--- config.mk ---
export PLATFORM = sky130hd
export DESIGN_NAME = belt_warn_ctrl
export DESIGN_NICKNAME = d
export VERILOG_FILES = /design/src/rtl/belt_warn_ctrl.sv
export SDC_FILE = /design/constraint.sdc
export NUM_CORES = 1
export LEC_CHECK = 0
export CAP_MARGIN = 10
export CORE_ASPECT_RATIO = 0.9
export CORE_MARGIN = 2
export CORE_UTILIZATION = 51
export CTS_CLUSTER_DIAMETER = 30
export DETAILED_ROUTE_END_ITERATION = 8
export PLACE_DENSITY = 0.84
export SLEW_MARGIN = 10
export SYNTH_ARGS = -nofsm -noshare
export SYNTH_HDL_FRONTEND = slang
export SYNTH_SLANG_ARGS = --single-unit
--- constraint.sdc ---
create_clock -name Clk -period 1.7 [get_ports Clk]
set_input_delay 0.34 -clock Clk [delete_from_list [all_inputs] [get_ports Clk]]
set_output_delay 0.34 -clock Clk [all_outputs]
set_load 0.01 [all_outputs]
--- src/rtl/belt_warn_ctrl.sv ---
// belt_warn_ctrl: timed seatbelt-warning controller.
// A violation (key present, occupant present, belt open) starts a grace delay.
// A pulsing chime follows for a bounded time. The warning light then stays on
// alone until the violation clears or the key is removed.
// Outputs are registered Moore-style: there is no combinational path from
// the inputs to W, C or State.
module belt_warn_ctrl #(
    parameter int TICK_DIV    = 1000,
    parameter int DELAY_TICKS = 3,
    parameter int CHIME_TICKS = 10,
    parameter int BLINK_HALF  = 2
) (
    input  logic       Clk,
    input  logic       Rst,
    input  logic       K,
    input  logic       P,
    input  logic       S,
    output logic       W,
    output logic       C,
    output logic [2:0] State
);

    typedef enum logic [2:0] {
        IDLE  = 3'd0,
        SAFE  = 3'd1,
        WAIT  = 3'd2,
        CHIME = 3'd3,
        LIGHT = 3'd4
    } state_t;

    localparam int TICK_MAX = (DELAY_TICKS > CHIME_TICKS) ? DELAY_TICKS : CHIME_TICKS;
    localparam int PRE_W    = $clog2(TICK_DIV) + 1;
    localparam int TCNT_W   = $clog2(TICK_MAX) + 1;
    localparam int BLINK_W  = $clog2(BLINK_HALF) + 1;

    localparam logic [PRE_W-1:0]   PRE_LAST   = PRE_W'(TICK_DIV - 1);
    localparam logic [TCNT_W-1:0]  DELAY_LAST = TCNT_W'(DELAY_TICKS - 1);
    localparam logic [TCNT_W-1:0]  CHIME_LAST = TCNT_W'(CHIME_TICKS - 1);
    localparam logic [TCNT_W-1:0]  TCNT_SAT   = TCNT_W'(TICK_MAX);
    localparam logic [BLINK_W-1:0] BLINK_LAST = BLINK_W'(BLINK_HALF - 1);

    state_t             state;
    state_t             nxt_state;
    logic [PRE_W-1:0]   pre_cnt;
    logic [PRE_W-1:0]   nxt_pre;
    logic [TCNT_W-1:0]  tick_cnt;
    logic [TCNT_W-1:0]  nxt_tick_cnt;
    logic [BLINK_W-1:0] blink_cnt;
    logic [BLINK_W-1:0] nxt_blink;
    logic               w_reg;
    logic               c_reg;
    logic               nxt_w;
    logic               nxt_c;
    logic               tick;
    logic               viol;

    // Next-state, timer and chime-phase logic; key loss beats a cleared violation, which beats timer expiry.
    always_comb begin
        tick         = (pre_cnt == PRE_LAST);
        viol         = K & P & ~S;
        nxt_state    = state;
        nxt_pre      = tick ? '0 : pre_cnt + 1'b1;
        nxt_tick_cnt = (tick && (tick_cnt != TCNT_SAT)) ? tick_cnt + 1'b1 : tick_cnt;
        nxt_blink    = blink_cnt;
        nxt_c        = c_reg;
        nxt_w        = 1'b0;

        case (state)
            IDLE: begin
                if (K) begin
                    nxt_state = viol ? WAIT : SAFE;
                end
            end
            SAFE: begin
                if (!K) begin
                    nxt_state = IDLE;
                end else if (viol) begin
                    nxt_state = WAIT;
                end
            end
            WAIT: begin
                if (!K) begin
                    nxt_state = IDLE;
                end else if (!viol) begin
                    nxt_state = SAFE;
                end else if (tick && (tick_cnt == DELAY_LAST)) begin
                    nxt_state = CHIME;
                end
            end
            CHIME: begin
                if (!K) begin
                    nxt_state = IDLE;
                end else if (!viol) begin
                    nxt_state = SAFE;
                end else if (tick && (tick_cnt == CHIME_LAST)) begin
                    nxt_state = LIGHT;
                end
            end
            LIGHT: begin
                if (!K) begin
                    nxt_state = IDLE;
                end else if (!viol) begin
                    nxt_state = SAFE;
                end
            end
            default: begin
                nxt_state = IDLE;
            end
        endcase

        if (nxt_state != state) begin
            nxt_pre      = '0;
            nxt_tick_cnt = '0;
            nxt_blink    = '0;
            nxt_c        = (nxt_state == CHIME);
        end else if (state == CHIME) begin
            if (tick) begin
                if (blink_cnt == BLINK_LAST) begin
                    nxt_blink = '0;
                    nxt_c     = ~c_reg;
                end else begin
                    nxt_blink = blink_cnt + 1'b1;
                end
            end
        end else begin
            nxt_blink = '0;
            nxt_c     = 1'b0;
        end

        nxt_w = (nxt_state == CHIME) || (nxt_state == LIGHT);
    end

    // State, counter and output registers; reset silences everything immediately.
    always_ff @(posedge Clk or posedge Rst) begin
        if (Rst) begin
            state     <= IDLE;
            pre_cnt   <= '0;
            tick_cnt  <= '0;
            blink_cnt <= '0;
            w_reg     <= 1'b0;
            c_reg     <= 1'b0;
        end else begin
            state     <= nxt_state;
            pre_cnt   <= nxt_pre;
            tick_cnt  <= nxt_tick_cnt;
            blink_cnt <= nxt_blink;
            w_reg     <= nxt_w;
            c_reg     <= nxt_c;
        end
    end

    assign W     = w_reg;
    assign C     = c_reg;
    assign State = state;

endmodule
==> run_results.csv, run 1 <==
group,metric,value,unit
status,status,"complete, but fails checks",
status,violations,"setup timing",
cts,cts_made_buffers,3,
setup_path,path_cells,"or4b_4, nor4_4, nand2_1, xor2_1, nor2_1",
die,initial_core_util,55.5,%
timing,slew_headroom,61.9,%
power_and_ir_drop,fin_total_pwr,987,uW
logic_synthesis,synth-edff-count,0,
cts,cts_root_buffer,"clkbuf_4",
logic_synthesis,synth.top_cell.area_share,46.3,%
layout,diodes,0,
routing,wl_per_cell,15.8,microns
placed_design,hpwl,1.95,mm
routing,drtAntennaViolNets,0,
routing,dr_total_vias,1088,
cts,hold_buffers,0,
global_route,grt_usage,22.1,%
logic_synthesis,ys_seq_area_share,46.3,%
logic_synthesis,ys_top_cells_by_area,"dfrtp_1 46%, nor2_1 6.6%, xor2_1 5.6%, xnor2_1 4.2%, ha_1 4.0%",
layout,drive_gt1_share,37.5,%
logic_synthesis,yosysWarningCount,0,
logic_synthesis,synth_seq_cells,23,
logic_synthesis,syn-num-nets,136,
cts,clock-sinks,23,
power_and_ir_drop,p_leak,0.000779,uW
setup_path,r2r_slack,-0.14,ns
routing,wl,3.09,mm
layout,design_area,1720,sq um
placed_design,portBuffers,9,
layout,multiInputGateArea,742,sq um
timing,finalCritPeriodShare,108,%
logic_synthesis,synth_cells,127,
routing,initialDrtViolationCount,26,
global_route,globalRouteOverflowTotal,0,
job,maxCapViolations,0,
logic_synthesis,synth_area_leader_cell,"dfrtp_1",
timing,setup_viol,18,
logic_synthesis,synth-main-ff-cell,"dfrtp_1",
logic_synthesis,yosysMostFrequentCell,"dfrtp_1",
global_route,antenna_found_initial,0,
timing,clock_skew,0.00973,ns
power_and_ir_drop,powerDensity,573,nW/um^2
cts,clk_path_buf_depth,2,
setup_path,path_max_fanout,4,
placed_design,dp_slack,-0.207,ns
die,core-area,2240,sq um
setup_path,cpMaxStageDelayCell,"or4b_4",
setup_path,required,1.95,ns
die,fp.dieArea,2850,sq um
logic_synthesis,mappedNetlistArea,1240,sq um
logic_synthesis,yosys-top-cells-count,"23 x dfrtp_1, 22 x nor2_1, 10 x nand2_1",
global_route,grt_pass1_vias,1072,
timing,rsz0062_at_grt,"yes",
timing,drv_slew,0,
global_route,grt_pass1_wl,4.65,mm
cts,clkTransAtPathRegs,0.14,ns
setup_path,worstSetupEndpointType,"flop",
layout,ff_latch_area,576,sq um
setup_path,arrival,2.09,ns
logic_synthesis,synth_cell_types,34,
logic_synthesis,synth_area_per_cell,9.79,sq um
setup_path,path_buf_inv,0,
timing,post-route-min-period,1.84,ns
cts,clk-insertion-delay-late,0.34,ns
timing,tightest_slew,0.564,ns
setup_path,slowest_delay,0.58,ns
placed_design,placed_area,1540,sq um
routing,vias_per_cell,5.58,
routing,first_pass_iters,4,
cts,cts.htree.levels,1,
routing,drcViolationCount,0,
layout,syn_to_final_growth,38.5,%
setup_path,crit_path_start_kind,"flop",
timing,tns,-0.851,ns
layout,fillers,145,
setup_path,critPathTopFamily,"simple AND/OR/NAND/NOR gates",
timing,hold_violations,0,
global_route,grt_start_max_net_pins,24,
die,die_h,50.9,microns
layout,fin_nets,178,
die,dieWidth,56.1,microns
placed_design,globalplace.congestion,0.800,
timing,worst_slack,-0.139,ns
timing,fmax,544,MHz
min_path,min-delay-path-class,"in2async",
die,rows,16,
die,io_pins,10,
cts,cts_tree,"done",
setup_path,critPathKind,"reg2reg",
logic_synthesis,async_reset_ff_share,100,%
power_and_ir_drop,ir_drop,570,uV
stage by stage:
stage                     utilization [%]  hold WS, ns  std cells
after CTS                            71.1        0.331        191
after detailed placement             68.8        0.498        185
after global routing                 76.8        0.373        195
after global placement               68.8        0.468        185
after floorplan                         -        0.342        127
final                                76.8        0.316        195
sequential cells by signal (all words and copies together), names as in the netlist:
name	count
tick_cnt	5
pre_cnt	11
C	1
State	3
W	1
blink_cnt	2
path summary, 6_finish.rpt:
check	start	end	cells past startpoint
max	pre_cnt[4]$_DFF_PP0_	tick_cnt[2]$_DFFE_PP0P_	5
min	Rst	pre_cnt[10]$_DFF_PP0_	3
max reg2reg	pre_cnt[4]$_DFF_PP0_	tick_cnt[2]$_DFFE_PP0P_	5
min reg2reg	blink_cnt[0]$_DFFE_PP0P_	blink_cnt[1]$_DFFE_PP0P_	1
max in group asynchronous	Rst	pre_cnt[8]$_DFF_PP0_	3
min in group Clk	blink_cnt[0]$_DFFE_PP0P_	blink_cnt[1]$_DFFE_PP0P_	1
repair_timing:
action	in CTS	in global routing
resized for setup	8	27
pin swaps	8	17
buffers inserted	3	4
setup endpoints to repair	24	21
report_power, final:
group	total (uW)	internal, uW	switching (uW)	leakage, uW
sequential	564	558	6.25	0.000317
combinational	145	63.7	81.2	0.000447
clock	277	92.6	185	0.0000150
total	987	714	272	0.000779
cell type report:
class | count | area share [%]
Multi-Input combinational cell | 96 | 43.1
Clock buffer | 4 | 1.53
Inverter | 6 | 1.31
Timing Repair Buffer | 39 | 18.7
Sequential cell | 23 | 33.4
Tap cell | 27 | 1.96
per-layer routing:
metal / part of all wire, % / wire length [microns] / GRT usage, %
met5: 0 / 0 / 0
met4: 2.8 / 87 / 11.9
met3: 4.2 / 129 / 6.84
met2: 51 / 1580 / 37.6
met1: 42 / 1290 / 25.0
worst reg2reg max path, delay by kind of cell, from the launching register on:
family        cells  cell delay [ns]
simple gates      4             1.14
xor+xnor          1             0.21
flops             1             0.40
cell families (layout without fill, tap and decap cells):
group	after synthesis	in the layout	share of synthesized area (%)
flops	23	23	46.3
buf+inv	8	49	3.12
fa+ha+maj	4	4	4.02
compound gates	16	16	8.55
xor+xnor	14	14	9.86
simple gates	62	62	28.2
cells in the final DEF (no fill, tap or decap), types with 4 or more instances in the layout:
master,netlist,final
buf_4,0,27
clkdlybuf4s50_1,0,6
dfrtp_1,23,23
inv_1,6,6
nand2_1,10,8
nand3_1,8,8
nor2_1,22,13
nor2_2,0,5
nor2_4,0,4
xnor2_1,6,6
xor2_1,8,8
Note: power is estimated with default switching activity, not from simulation.
==> inputs of run 2 (changes only) <==
--- a/config.mk
+++ b/config.mk
@@ -6,12 +6,11 @@
 export NUM_CORES = 1
 export LEC_CHECK = 0
 export CAP_MARGIN = 10
-export CORE_ASPECT_RATIO = 0.9
 export CORE_MARGIN = 2
-export CORE_UTILIZATION = 51
+export CORE_UTILIZATION = 45
 export CTS_CLUSTER_DIAMETER = 30
 export DETAILED_ROUTE_END_ITERATION = 8
-export PLACE_DENSITY = 0.84
+export PLACE_DENSITY = 0.77
 export SLEW_MARGIN = 10
 export SYNTH_ARGS = -nofsm -noshare
 export SYNTH_HDL_FRONTEND = slang
==> run_results.csv, run 2 (synthesis results as in run 1) <==
group,metric,value,unit
cts,clock-sinks,23,
layout,fillers,241,
timing,slew_headroom,63.5,%
layout,diodes,0,
layout,syn_to_final_growth,33.5,%
cts,clk-insertion-delay-late,0.33,ns
setup_path,timing.rr.end,"C$_DFFE_PP0P_",
global_route,grt_usage,18.2,%
timing,tightest_slew,0.540,ns
timing,tns,-0.541,ns
timing,drv_slew,0,
cts,cts.htree.levels,1,
setup_path,required,1.96,ns
die,dieWidth,56.6,microns
placed_design,hpwl,1.88,mm
global_route,globalRouteOverflowTotal,0,
cts,clk_path_buf_depth,2,
global_route,grt_start_max_net_pins,24,
global_route,antenna_found_initial,0,
placed_design,placed_area,1540,sq um
cts,hold_buffers,0,
placed_design,globalplace.congestion,0.824,
power_and_ir_drop,ir_drop,438,uV
routing,wl,2.78,mm
power_and_ir_drop,internal_power,700,uW
status,status,"complete, but fails checks",
die,fp.dieArea,3200,sq um
timing,finalCritPeriodShare,108,%
setup_path,path_max_fanout,3,
timing,rsz0062_at_grt,"yes",
power_and_ir_drop,switching_share,26.1,%
global_route,grt_pass1_vias,1082,
routing,initialDrtViolationCount,22,
job,maxCapViolations,0,
power_and_ir_drop,pwr-share-clk,27.9,%
timing,hold_violations,0,
setup_path,crit_path_start_kind,"flop",
layout,top_register,"pre_cnt",
power_and_ir_drop,power_frac_seq,59.8,%
layout,largest_reg_flops,11,
timing,whs,0.333,ns
timing,setup_viol,17,
die,io_pins,10,
setup_path,critPathKind,"reg2reg",
routing,drtAntennaViolNets,0,
min_path,min-delay-path-class,"in2async",
setup_path,r2r-start,"tick_cnt[0]$_DFFE_PP0P_",
routing,wl_per_cell,14.2,microns
die,die_h,56.6,microns
layout,layout_common_cells,"24 x buf_4, 23 x dfrtp_1, 21 x nor2_1, 9 x nand2_1",
cts,cts_made_buffers,3,
power_and_ir_drop,power_frac_comb,12.3,%
setup_path,worstSetupEndpointType,"flop",
global_route,grt_pass1_wl,4.47,mm
routing,first_pass_iters,4,
cts,clkTransAtPathRegs,0.13,ns
cts,cts_root_buffer,"clkbuf_4",
cts,cts_tree,"done",
timing,fmax,543,MHz
die,core-area,2690,sq um
layout,fin_nets,175,
power_and_ir_drop,powerDensity,571,nW/um^2
timing,worst_slack,-0.143,ns
timing,post-route-min-period,1.84,ns
placed_design,portBuffers,9,
power_and_ir_drop,switchingPower,248,uW
layout,drive_gt1_share,29.1,%
die,initial_core_util,46.3,%
setup_path,r2r_slack,-0.14,ns
routing,drcViolationCount,0,
die,rows,19,
timing,clock_skew,0.00246,ns
setup_path,arrival,2.10,ns
routing,dr_total_vias,1059,
power_and_ir_drop,p_leak,0.000754,uW
layout,design_area,1660,sq um
power_and_ir_drop,fin_total_pwr,948,uW
layout,final_common_cell,"buf_4",
setup_path,rr_worst_depth,8,
routing,vias_per_cell,5.40,
status,violations,"setup timing",
[run 2: changes by cell type in the layout (fill, tap and decap cells not counted), moves of 3 or more]
cell    delta
nor2_2     -4
nor2_1     +8
ha_1       +3
nor2_4     -4
buf_4      -3
ha_2       -3
[run 2: what timing repair did]
action / CTS / global route
gates resized for setup: 3 / 15
setup buffers: 1 / 3
pin swaps: 4 / 7
cloned: 0 / 0
hold endpoints to repair: 0 / 0
setup endpoints to repair: 13 / 21
[run 2: critical path, stage by stage, from the launching register on]
cell	delay, ns
dfrtp_1	0.40
inv_1	0.06
ha_1	0.16
or3b_4	0.40
nor4_4	0.21
buf_4	0.18
and4b_1	0.19
nand2_1	0.05
a2bb2oi_1	0.12
[run 2: power groups by stage]
stage / clock network (uW) / registers [uW] / logic, uW
finish: 265 / 567 / 117
global route: 297 / 570 / 131
CTS: 274 / 566 / 106
detailed placement: 0 / 576 / 107
global placement: 0 / 576 / 105
floorplan: 0 / 581 / 52.7
[run 2: per-layer routing]
| metal | GRT usage (%) | vias up | share of wire (%) |
|---|---|---|---|
| li1 | - | 521 | - |
| met1 | 20.3 | 508 | 40 |
| met2 | 31.9 | 20 | 54 |
| met3 | 3.23 | 10 | 3.5 |
| met4 | 11.2 | 0 | 3.2 |
| met5 | 0 | - | 0 |
[run 2: worst max-delay path by stage]
stage,to,startpoint,slack [ns],depth (start not counted)
2_1_floorplan,tick_cnt[1]$_DFFE_PP0P_,tick_cnt[0]$_DFFE_PP0P_,-0.06,7
3_5_place_dp,pre_cnt[5]$_DFF_PP0_,P,-0.23,6
6_report,C$_DFFE_PP0P_,tick_cnt[0]$_DFFE_PP0P_,-0.14,8
4_1_cts,C$_DFFE_PP0P_,tick_cnt[0]$_DFFE_PP0P_,-0.10,8
5_1_grt,C$_DFFE_PP0P_,tick_cnt[0]$_DFFE_PP0P_,-0.25,8
3_3_place_gp,pre_cnt[5]$_DFF_PP0_,P,-0.17,6
[run 2: metrics by stage]
step | cells | util [%] | setup slack, ns
after CTS | 193 | 58.5 | -0.104
after floorplan | 127 | - | -0.0581
final | 196 | 61.8 | -0.143
after global placement | 188 | 57.3 | -0.166
after global routing | 196 | 61.8 | -0.246
after detailed placement | 188 | 57.3 | -0.230
[run 2: area by class of cell]
type | instances | area, sq um | share of cell area, %
inverter | 6 | 22.5 | 1.36
multi-input combinational | 96 | 696 | 41.9
clock inverter | 1 | 5.00 | 0.301
tap | 31 | 38.8 | 2.34
timing repair buffer | 36 | 300 | 18.1
clock buffer | 3 | 22.5 | 1.36
sequential | 23 | 576 | 34.7
==> inputs of run 3 (changes only) <==
--- a/config.mk
+++ b/config.mk
@@ -7,10 +7,10 @@
 export LEC_CHECK = 0
 export CAP_MARGIN = 10
 export CORE_MARGIN = 2
-export CORE_UTILIZATION = 45
+export CORE_UTILIZATION = 51
 export CTS_CLUSTER_DIAMETER = 30
 export DETAILED_ROUTE_END_ITERATION = 8
-export PLACE_DENSITY = 0.77
+export PLACE_DENSITY = 0.84
 export SLEW_MARGIN = 10
 export SYNTH_ARGS = -nofsm -noshare
 export SYNTH_HDL_FRONTEND = slang
==> run_results.csv, run 3 (synthesis results as in run 1) <==
group,metric,value,unit
status,violations,"setup timing",
setup_path,crit_start,"pre_cnt[3]$_DFF_PP0_",
global_route,grt_usage,22.7,%
cts,clk_path_buf_depth,2,
die,io_pins,10,
cts,cts.htree.levels,1,
placed_design,portBuffers,9,
global_route,grt_pass1_vias,1148,
die,core-area,2250,sq um
timing,finalCritPeriodShare,107,%
die,rows,17,
cts,clkTransAtPathRegs,0.13,ns
routing,wl_met3,110,microns
layout,syn_to_final_growth,38.9,%
layout,fin_nets,180,
timing,rsz0062_at_grt,"yes",
global_route,grt_start_max_net_pins,24,
cts,hold_buffers,0,
power_and_ir_drop,p_leak,0.000774,uW
timing,fmax,550,MHz
cts,clk-insertion-delay-late,0.31,ns
setup_path,path_max_fanout,7,
timing,worst_slack,-0.117,ns
global_route,globalRouteOverflowTotal,0,
power_and_ir_drop,fin_total_pwr,968,uW
power_and_ir_drop,powerDensity,560,nW/um^2
status,status,"complete, but fails checks",
placed_design,globalplace.congestion,0.793,
setup_path,worstSetupEndpointType,"flop",
die,die_h,53.4,microns
setup_path,arrival,2.06,ns
die,fp.dieArea,2850,sq um
power_and_ir_drop,ir_drop,679,uV
cts,cts_made_buffers,3,
routing,dr_total_vias,1094,
cts,clock-sinks,23,
timing,setup_viol,14,
die,dieWidth,53.4,microns
routing,top_layer,"met4",
timing,tightest_slew,0.479,ns
timing,tns,-0.778,ns
routing,vias_per_cell,5.53,
die,initial_core_util,55.2,%
routing,met2_length,1.67,mm
routing,initialDrtViolationCount,17,
placed_design,hpwl,1.92,mm
layout,drive_gt1_share,37.1,%
setup_path,critPathKind,"reg2reg",
timing,hold_violations,0,
layout,largest_reg_flops,11,
routing,wl,3.04,mm
cts,cts_root_buffer,"clkbuf_4",
timing,slew_headroom,67.6,%
timing,post-route-min-period,1.82,ns
global_route,grt_pass1_wl,4.68,mm
setup_path,r2r-start,"pre_cnt[3]$_DFF_PP0_",
layout,diodes,0,
placed_design,dp_slack,-0.219,ns
routing,wl_per_cell,15.4,microns
timing,drv_slew,0,
routing,drcViolationCount,0,
routing,drtAntennaViolNets,0,
routing,wl_met1,1.24,mm
layout,layout_common_cells,"30 x buf_4, 23 x dfrtp_1, 14 x nor2_1, 9 x nand2_1",
setup_path,crit_path_start_kind,"flop",
min_path,min-delay-path-class,"in2async",
global_route,antenna_found_initial,0,
setup_path,required,1.94,ns
cts,cts_tree,"done",
layout,fillers,158,
routing,first_pass_iters,6,
job,maxCapViolations,0,
layout,fin_util,76.6,%
layout,final_common_cell,"buf_4",
timing,clock_skew,0.00237,ns
layout,top_register,"pre_cnt",
==> run 3: layer usage <==
| layer | GRT usage (%) | vias to the layer above |
|---|---|---|
| met4 | 12.0 | 0 |
| met1 | 23.7 | 540 |
| met3 | 4.80 | 4 |
| met5 | 0 | - |
| li1 | - | 521 |
| met2 | 41.6 | 29 |
==> run 3: critical path: stages, from the launching register on <==
cell,delay (ns)
dfrtp_1,0.41
or4b_4,0.58
nor3_4,0.20
buf_6,0.15
buf_6,0.12
nand3b_1,0.09
a21oi_1,0.19
==> run 3: final cells by class <==
cell class / instances / area [sq um] / area share (%)
Clock inverter: 1 / 5.00 / 0.290
Clock buffer: 3 / 22.5 / 1.30
Sequential cell: 23 / 576 / 33.3
Multi-Input combinational cell: 96 / 733 / 42.4
Tap cell: 28 / 35.0 / 2.03
Timing Repair Buffer: 41 / 334 / 19.3
Inverter: 6 / 22.5 / 1.30
==> run 3: power breakdown <==
group	leakage, uW	switching [uW]	internal [uW]	total [uW]
Clock	0.0000177	170	88.0	258
Combinational	0.000439	79.9	65.4	145
Sequential	0.000317	6.61	558	565
Total	0.000774	257	711	968
==> run 3: final timing paths <==
path / depth (start not counted) / end / slack, ns
max: 6 / State[2]$_DFF_PP0_ / -0.12
max in group asynchronous: 3 / State[2]$_DFF_PP0_ / 1.13
min: 3 / pre_cnt[7]$_DFF_PP0_ / 0.35
min reg2reg: 2 / blink_cnt[1]$_DFFE_PP0P_ / 0.53
max reg2reg: 6 / State[2]$_DFF_PP0_ / -0.12
min in group Clk: 2 / blink_cnt[1]$_DFFE_PP0P_ / 0.53
==> run 3: timing repair <==
item                       4_1_cts  5_1_grt
pin swaps                       11       15
buffers inserted                 3        4
setup endpoints to repair       14       21
resized for setup                6       22
gates cloned                     0        0
==> run 3: through the flow <==
step	instances	hold WS [ns]	instance area, sq um
6_report	198	0.348	1730
5_1_grt	198	0.375	1730
2_1_floorplan	127	0.342	1250
3_5_place_dp	187	0.485	1550
3_3_place_gp	187	0.471	1550
4_1_cts	194	0.348	1610
